### src/rtl/bus_sram_responder_pkg.sv
// Shared definitions for bus responders:
// FSM state encoding and bus width.
package bus_sram_responder_pkg;

  localparam int BUS_W = 32;

  typedef enum logic [1:0] {
    IDLE   = 2'd0,
    WAIT   = 2'd1,
    ACCESS = 2'd2,
    DONE   = 2'd3
  } state_t;

endpackage

### src/rtl/bus_sram_responder_if.sv
// CPU memory bus: request from the initiator,
// single-cycle done pulse back from the responder.
interface bus_sram_responder_if;
  import bus_sram_responder_pkg::*;

  logic [BUS_W-1:0] bus_addr;
  logic [BUS_W-1:0] bus_data;
  logic             bus_we;
  logic             bus_start;
  logic [BUS_W-1:0] bus_q;
  logic             bus_done;

  modport master (
    output bus_addr, bus_data, bus_we, bus_start,
    input  bus_q, bus_done
  );

  modport slave (
    input  bus_addr, bus_data, bus_we, bus_start,
    output bus_q, bus_done
  );

endinterface

### src/rtl/bus_sram_responder_wait_counter.sv
// 4-bit loadable down-counter with zero flag,
// used to time the wait states.
module bus_sram_responder_wait_counter (
  input  logic       clk,
  input  logic       reset,
  input  logic       load,
  input  logic [3:0] load_val,
  input  logic       dec,
  output logic       zero
);

  logic [3:0] cnt;

  always_ff @(posedge clk or posedge reset) begin
    if (reset) begin
      cnt <= 4'd0;
    end else if (load) begin
      cnt <= load_val;
    end else if (dec && cnt != 4'd0) begin
      cnt <= cnt - 4'd1;
    end
  end

  assign zero = (cnt == 4'd0);

endmodule

### src/rtl/bus_sram_responder.sv
// Bus responder fronting a synchronous SRAM window
// with configurable wait states.
module bus_sram_responder
  import bus_sram_responder_pkg::*;
#(
  parameter int          ADDR_BITS   = 10,
  parameter logic [31:0] BASE_ADDR   = 32'h0000_0000,
  parameter int          WAIT_STATES = 2
) (
  input  logic                 clk,
  input  logic                 reset,
  bus_sram_responder_if.slave  bus,
  output logic [ADDR_BITS-1:0] ram_addr,
  output logic [BUS_W-1:0]     ram_d,
  output logic                 ram_we,
  input  logic [BUS_W-1:0]     ram_q,
  output logic                 busy
);

  localparam logic [3:0] LOAD_VAL =
    (WAIT_STATES > 0) ? 4'(WAIT_STATES - 1) : 4'd0;

  state_t               state;
  logic [ADDR_BITS-1:0] addr_q;
  logic [BUS_W-1:0]     data_q;
  logic                 we_q;
  logic                 done_q;
  logic                 hit;
  logic                 accept;
  logic                 cnt_dec;
  logic                 cnt_zero;

  assign hit = (bus.bus_addr[31:ADDR_BITS] == BASE_ADDR[31:ADDR_BITS]);
  assign accept = (state == IDLE) && bus.bus_start && hit;
  assign cnt_dec = (state == WAIT) && !cnt_zero;

  bus_sram_responder_wait_counter u_wait (
    .clk      (clk),
    .reset    (reset),
    .load     (accept),
    .load_val (LOAD_VAL),
    .dec      (cnt_dec),
    .zero     (cnt_zero)
  );

  always_ff @(posedge clk or posedge reset) begin
    if (reset) begin
      state  <= IDLE;
      addr_q <= '0;
      data_q <= '0;
      we_q   <= 1'b0;
      ram_we <= 1'b0;
      done_q <= 1'b0;
    end else begin
      unique case (state)
        IDLE: begin
          if (accept) begin
            addr_q <= bus.bus_addr[ADDR_BITS-1:0];
            data_q <= bus.bus_data;
            we_q   <= bus.bus_we;
            if (WAIT_STATES == 0) begin
              state  <= ACCESS;
              ram_we <= bus.bus_we;
            end else begin
              state <= WAIT;
            end
          end
        end
        WAIT: begin
          if (cnt_zero) begin
            state  <= ACCESS;
            ram_we <= we_q;
          end
        end
        ACCESS: begin
          ram_we <= 1'b0;
          done_q <= 1'b1;
          state  <= DONE;
        end
        DONE: begin
          done_q <= 1'b0;
          state  <= IDLE;
        end
        default: state <= IDLE;
      endcase
    end
  end

  // SRAM read data only becomes valid in DONE
  assign bus.bus_q    = (done_q && !we_q) ? ram_q : '0;
  assign bus.bus_done = done_q;
  assign ram_addr     = addr_q;
  assign ram_d        = data_q;
  assign busy         = (state != IDLE);

endmodule

### src/flat_wrapper.sv
// flat-port wrapper written by rule: the top's interface ports become plain ports
module bus_sram_responder_flat import bus_sram_responder_pkg::*;
#(
  parameter int          ADDR_BITS   = 10,
  parameter logic [31:0] BASE_ADDR   = 32'h0000_0000,
  parameter int          WAIT_STATES = 2
)
  (clk, reset, ram_addr, ram_d, ram_we, ram_q, busy, bus_bus_addr, bus_bus_data, bus_bus_we, bus_bus_start, bus_bus_q, bus_bus_done);
  bus_sram_responder_if bus_i ();
  input  logic clk;
  input  logic reset;
  output logic [ADDR_BITS-1:0] ram_addr;
  output logic [BUS_W-1:0] ram_d;
  output logic ram_we;
  input  logic [BUS_W-1:0] ram_q;
  output logic busy;
  input wire logic [$bits(bus_i.bus_addr)-1:0] bus_bus_addr;
  input wire logic [$bits(bus_i.bus_data)-1:0] bus_bus_data;
  input wire logic [$bits(bus_i.bus_we)-1:0] bus_bus_we;
  input wire logic [$bits(bus_i.bus_start)-1:0] bus_bus_start;
  output wire logic [$bits(bus_i.bus_q)-1:0] bus_bus_q;
  output wire logic [$bits(bus_i.bus_done)-1:0] bus_bus_done;
  assign bus_i.bus_addr = bus_bus_addr;
  assign bus_i.bus_data = bus_bus_data;
  assign bus_i.bus_we = bus_bus_we;
  assign bus_i.bus_start = bus_bus_start;
  assign bus_bus_q = bus_i.bus_q;
  assign bus_bus_done = bus_i.bus_done;
  bus_sram_responder #(.ADDR_BITS(ADDR_BITS), .BASE_ADDR(BASE_ADDR), .WAIT_STATES(WAIT_STATES)) u_core (.clk(clk), .reset(reset), .bus(bus_i), .ram_addr(ram_addr), .ram_d(ram_d), .ram_we(ram_we), .ram_q(ram_q), .busy(busy));
endmodule
### config.mk
export PLATFORM = sky130hd
export DESIGN_NAME = bus_sram_responder_flat
export DESIGN_NICKNAME = d
export VERILOG_FILES = /design/src/rtl/bus_sram_responder_pkg.sv /design/src/rtl/bus_sram_responder_if.sv /design/src/rtl/bus_sram_responder_wait_counter.sv /design/src/rtl/bus_sram_responder.sv /design/src/flat_wrapper.sv
export SDC_FILE = /design/constraint.sdc
export NUM_CORES = 1
export LEC_CHECK = 0
export CAP_MARGIN = 10
export CORE_MARGIN = 2
export CORE_UTILIZATION = 31
export DETAILED_ROUTE_END_ITERATION = 10
export GPL_ROUTABILITY_DRIVEN = 0
export PLACE_DENSITY = 0.77
export SETUP_SLACK_MARGIN = 0.5
export SLEW_MARGIN = 20
export SYNTH_ARGS = -nofsm -noshare
export SYNTH_HDL_FRONTEND = slang
export SYNTH_SLANG_ARGS = --single-unit
### constraint.sdc
create_clock -name clk -period 2.12 [get_ports clk]
set_input_delay 0.53 -clock clk [delete_from_list [all_inputs] [get_ports clk]]
set_output_delay 0.53 -clock clk [all_outputs]
set_load 0.02 [all_outputs]
==> run_summary.xml <==
<?xml version="1.0" encoding="UTF-8"?>
<metrics>
  <group name="worst_setup_path">
    <metric name="crit_required" unit="ns">2.31</metric>
    <metric name="rr_startpoint" unit="">u_core.state[0]</metric>
    <metric name="worstSetupPathType" unit="">in -&gt; reg</metric>
    <metric name="critPathMaxStageDelay" unit="ns">0.54</metric>
    <metric name="reg2reg_slack" unit="ns">0.03</metric>
    <metric name="crit_path_max_fanout" unit="">5</metric>
    <metric name="critical_path.slowest_cell" unit="">or4_4</metric>
    <metric name="rr_endpoint" unit="">u_core.ram_addr[3]</metric>
    <metric name="critPathLaunchType" unit="">input pin</metric>
    <metric name="arrival" unit="ns">2.29</metric>
    <metric name="crit_path_cell_trace" unit="">dlygate4sd2_1, or4_4, nor3_4, buf_4, buf_6, buf_12, buf_16, mux2_4</metric>
    <metric name="category_of_the_worst_setup_path_capture_point" unit="">flip-flop</metric>
    <metric name="timing.critical_path.max_delay_family" unit="">simple AND/OR/NAND/NOR gates</metric>
    <metric name="number_of_buffer_and_inverter_stages_on_the_critical_path" unit="">5</metric>
    <metric name="timing.reg2reg.worst_path_depth" unit="">10</metric>
    <metric name="setup.worst_path.start" unit="">bus_bus_addr[17]</metric>
  </group>
  <group name="placed_design">
    <metric name="port-buffer-count" unit="">176</metric>
    <metric name="dp_hpwl" unit="mm">5.489</metric>
    <metric name="worst_slack_after_detailed_placement" unit="ns">-0.4227</metric>
  </group>
  <group name="cts">
    <metric name="cts.reportedPaths.clkPinSlew" unit="ns">0.10</metric>
    <metric name="clkSinkCount" unit="">51</metric>
    <metric name="insertion_delay" unit="ns">0.30</metric>
    <metric name="htree_num_levels" unit="">2</metric>
    <metric name="numCtsBuffers" unit="">5</metric>
    <metric name="cts_root_buf" unit="">clkbuf_8</metric>
    <metric name="cts-root-to-sink-buffers" unit="">2</metric>
    <metric name="tritoncts_clock_tree" unit="">yes</metric>
    <metric name="cts_hold_repair.buffers" unit="">0</metric>
  </group>
  <group name="synth">
    <metric name="yosys_warnings" unit="">0</metric>
    <metric name="net_count_of_the_mapped_netlist" unit="">293</metric>
    <metric name="synthesis.area_per_instance" unit="um2">12.85</metric>
    <metric name="proportion_of_synthesized_chip_area_in_sequential_cells" unit="%">53.13</metric>
    <metric name="postSynthCellCount" unit="">187</metric>
    <metric name="ys_ff_latch" unit="">51</metric>
    <metric name="synth_area" unit="mm2">0.002402</metric>
    <metric name="number_of_distinct_standard_cells_referenced_by_the_synthesized_netlist" unit="">36</metric>
  </group>
  <group name="worst_hold_path">
    <metric name="sink_of_the_worst_hold_path" unit="">u_core.ram_d[21]</metric>
    <metric name="hp-start" unit="">u_core.ram_d[21]</metric>
    <metric name="min_delay_path_depth" unit="">1</metric>
    <metric name="hold_class" unit="">reg -&gt; reg</metric>
  </group>
  <group name="finish">
    <metric name="final_layout_size_suffix_gt1_share" unit="%">46.10</metric>
    <metric name="finalNetCount" unit="">528</metric>
    <metric name="most_used_cells_in_the_layout_excluding_fill_and_tap_cells" unit="">clkdlybuf4s50_1 (76), dlygate4sd2_1 (60), dfrtp_1 (51), buf_6 (48)</metric>
    <metric name="multi_input_comb_area" unit="mm2">0.001267</metric>
    <metric name="ff_latch_area" unit="mm2">0.001276</metric>
    <metric name="fillerInstances" unit="">536</metric>
    <metric name="antenna_cells" unit="">0</metric>
    <metric name="layout.cells.most_common" unit="">clkdlybuf4s50_1</metric>
    <metric name="area_overhead_of_the_layout_relative_to_synthesis" unit="%">119.3</metric>
  </group>
  <group name="drt">
    <metric name="vias_per_inst" unit="">4.509</metric>
    <metric name="wire_per_inst" unit="um">16.11</metric>
    <metric name="drt_first_iter_violations" unit="">38</metric>
    <metric name="drt_pass1_iterations" unit="">4</metric>
    <metric name="drc_violations_left" unit="">0</metric>
    <metric name="ant_nets" unit="">0</metric>
    <metric name="routed_wire_length" unit="mm">8.457</metric>
    <metric name="vias" unit="">2367</metric>
  </group>
  <group name="floorplan">
    <metric name="design.core.area" unit="mm2">0.007607</metric>
    <metric name="floorplan.die.width" unit="um">92.03</metric>
    <metric name="initial_standard_cell_utilization_of_the_core" unit="%">31.58</metric>
    <metric name="boundaryPins" unit="">177</metric>
    <metric name="core.rowCount" unit="">32</metric>
    <metric name="fp.dieH" unit="um">92.03</metric>
    <metric name="floorplan.die_area" unit="mm2">0.008470</metric>
  </group>
  <group name="sta">
    <metric name="finalClockSkew" unit="ns">0.01085</metric>
    <metric name="timing.slew.headroom" unit="%">68.90</metric>
    <metric name="worst_pin_slew" unit="ns">0.4656</metric>
    <metric name="finalMaxSlewViolations" unit="">0</metric>
    <metric name="setup-tns-final" unit="ns">0</metric>
    <metric name="timing.final.setup_violations" unit="">0</metric>
    <metric name="final_min_period_over_clock_period" unit="%">99.15</metric>
    <metric name="worst_slack" unit="ns">0.01807</metric>
    <metric name="fmax" unit="GHz">0.4758</metric>
    <metric name="rsz0062_at_grt" unit="">true</metric>
    <metric name="period_needed" unit="ns">2.102</metric>
    <metric name="final_hold_viol_count" unit="">0</metric>
  </group>
  <group name="grt">
    <metric name="largest_net_degree_at_the_start_of_global_routing" unit="">33</metric>
    <metric name="gr-total-overflow" unit="">0</metric>
    <metric name="antenna_violations_before_repair" unit="">0</metric>
    <metric name="grt_usage" unit="%">18.77</metric>
    <metric name="grt_pass1_wl" unit="mm">12.42</metric>
    <metric name="first_global_vias" unit="">2493</metric>
  </group>
  <group name="job">
    <metric name="drv_cap" unit="">0</metric>
  </group>
  <group name="pwr">
    <metric name="cellLeakagePower" unit="nW">2.705</metric>
    <metric name="vdd.ir_drop.worst" unit="mV">0.3669</metric>
    <metric name="power-per-cell-area" unit="mW/mm2">755.1</metric>
  </group>
  <group name="run_status">
    <metric name="run_status" unit="">finished, final reports clean</metric>
  </group>
</metrics>
==> how the worst max path moves through the flow <==
stage	endpoint	cells after the start
2_1_floorplan	u_core.ram_addr[0]	5
3_3_place_gp	u_core.ram_d[16]	6
3_5_place_dp	u_core.ram_d[16]	6
4_1_cts	u_core.ram_d[0]	10
5_1_grt	u_core.ram_d[0]	10
6_report	u_core.ram_addr[3]	8
==> registers in the layout, summed over array words and instances (netlist names) <==
| register | flops |
|---|---|
| u_core.bus.bus_done | 1 |
| u_core.ram_addr | 10 |
| u_core.ram_d | 32 |
| u_core.ram_we | 1 |
| u_core.state | 2 |
| u_core.u_wait.cnt | 4 |
| u_core.we_q | 1 |
==> synth_stat cells (all sizes together) <==
cell type,count,area (um2)
mux2,43,484.2
buf,5,46.29
nand4,1,6.260
xor2,2,17.52
o31ai,1,7.510
dfrtp,51,1276
a21o,1,7.510
nor3,2,15.01
ha,6,75.07
or3b,1,8.760
nor4b,1,8.760
nor2b,1,6.260
nand2,1,3.750
inv,7,26.28
a211oi,1,7.510
and4bb,1,12.51
o41ai,1,8.760
a211o,1,8.760
nor4,3,37.54
nand2b,1,6.260
xnor2,1,8.760
o21a,1,7.510
nor2,8,30.03
and2,33,206.5
or4,2,18.77
a41oi,1,8.760
clkbuf,5,18.77
o211a,1,10.01
o21ai,1,5.000
o211ai,1,7.510
nand3,2,10.01
==> final cells by class <==
class,instances,area share (%)
multi-input combinational,119,24.06
timing repair buffer,238,46.56
sequential,51,24.23
inverter,7,0.6176
tap,102,2.423
clock inverter,2,0.7363
clock buffer,6,1.378
==> cell families after synthesis <==
| kind of cell | share of synthesized area [%] |
|---|---|
| buffers and inverters | 3.802 |
| multiplexers | 20.16 |
| AO/OA/AOI/OAI | 3.282 |
| AND/OR/NAND/NOR | 15.42 |
| adder cells (fa/ha/maj) | 3.125 |
| XOR/XNOR | 1.094 |
| flip-flops | 53.12 |
==> power breakdown <==
group / total (mW) / leakage (nW) / switching, mW / internal (mW)
Clock: 0.674 / 0.0558 / 0.317 / 0.357
Sequential: 1.05 / 0.707 / 0.0302 / 1.02
Combinational: 2.25 / 1.94 / 0.910 / 1.34
Total: 3.98 / 2.70 / 1.26 / 2.72
==> layer usage <==
metal	share of wire, %	up-vias	track usage [%]	wire (um)
met5	0	-	0	0
met4	3.3	0	6.468	282
met3	8.9	22	6.245	750
met2	51	123	34.07	4347
met1	36	1112	20.40	3076
li1	-	1110	-	-
==> through the flow <==
step | hold WS, ns | power [mW] | std cells | cell area (um2) | utilization (%)
floorplan | 0.5125 | 1.849 | 187 | 2540 | -
global placement | 0.4726 | 2.524 | 468 | 4473 | 58.80
detailed placement | 0.4774 | 2.551 | 468 | 4473 | 58.80
CTS | 0.4992 | 3.493 | 515 | 4945 | 65.00
global route | 0.5234 | 4.173 | 525 | 5268 | 69.24
finish | 0.4940 | 3.977 | 525 | 5268 | 69.24
==> timing repair <==
item / CTS / global route
pin swaps: 11 / 26
cloned: 6 / 3
hold endpoints to repair: 0 / 0
endpoints found under the setup margin: 127 / 86
buffers inserted: 33 / 7
gates resized for setup: 274 / 72
Note: power is estimated with default switching activity, not from simulation.
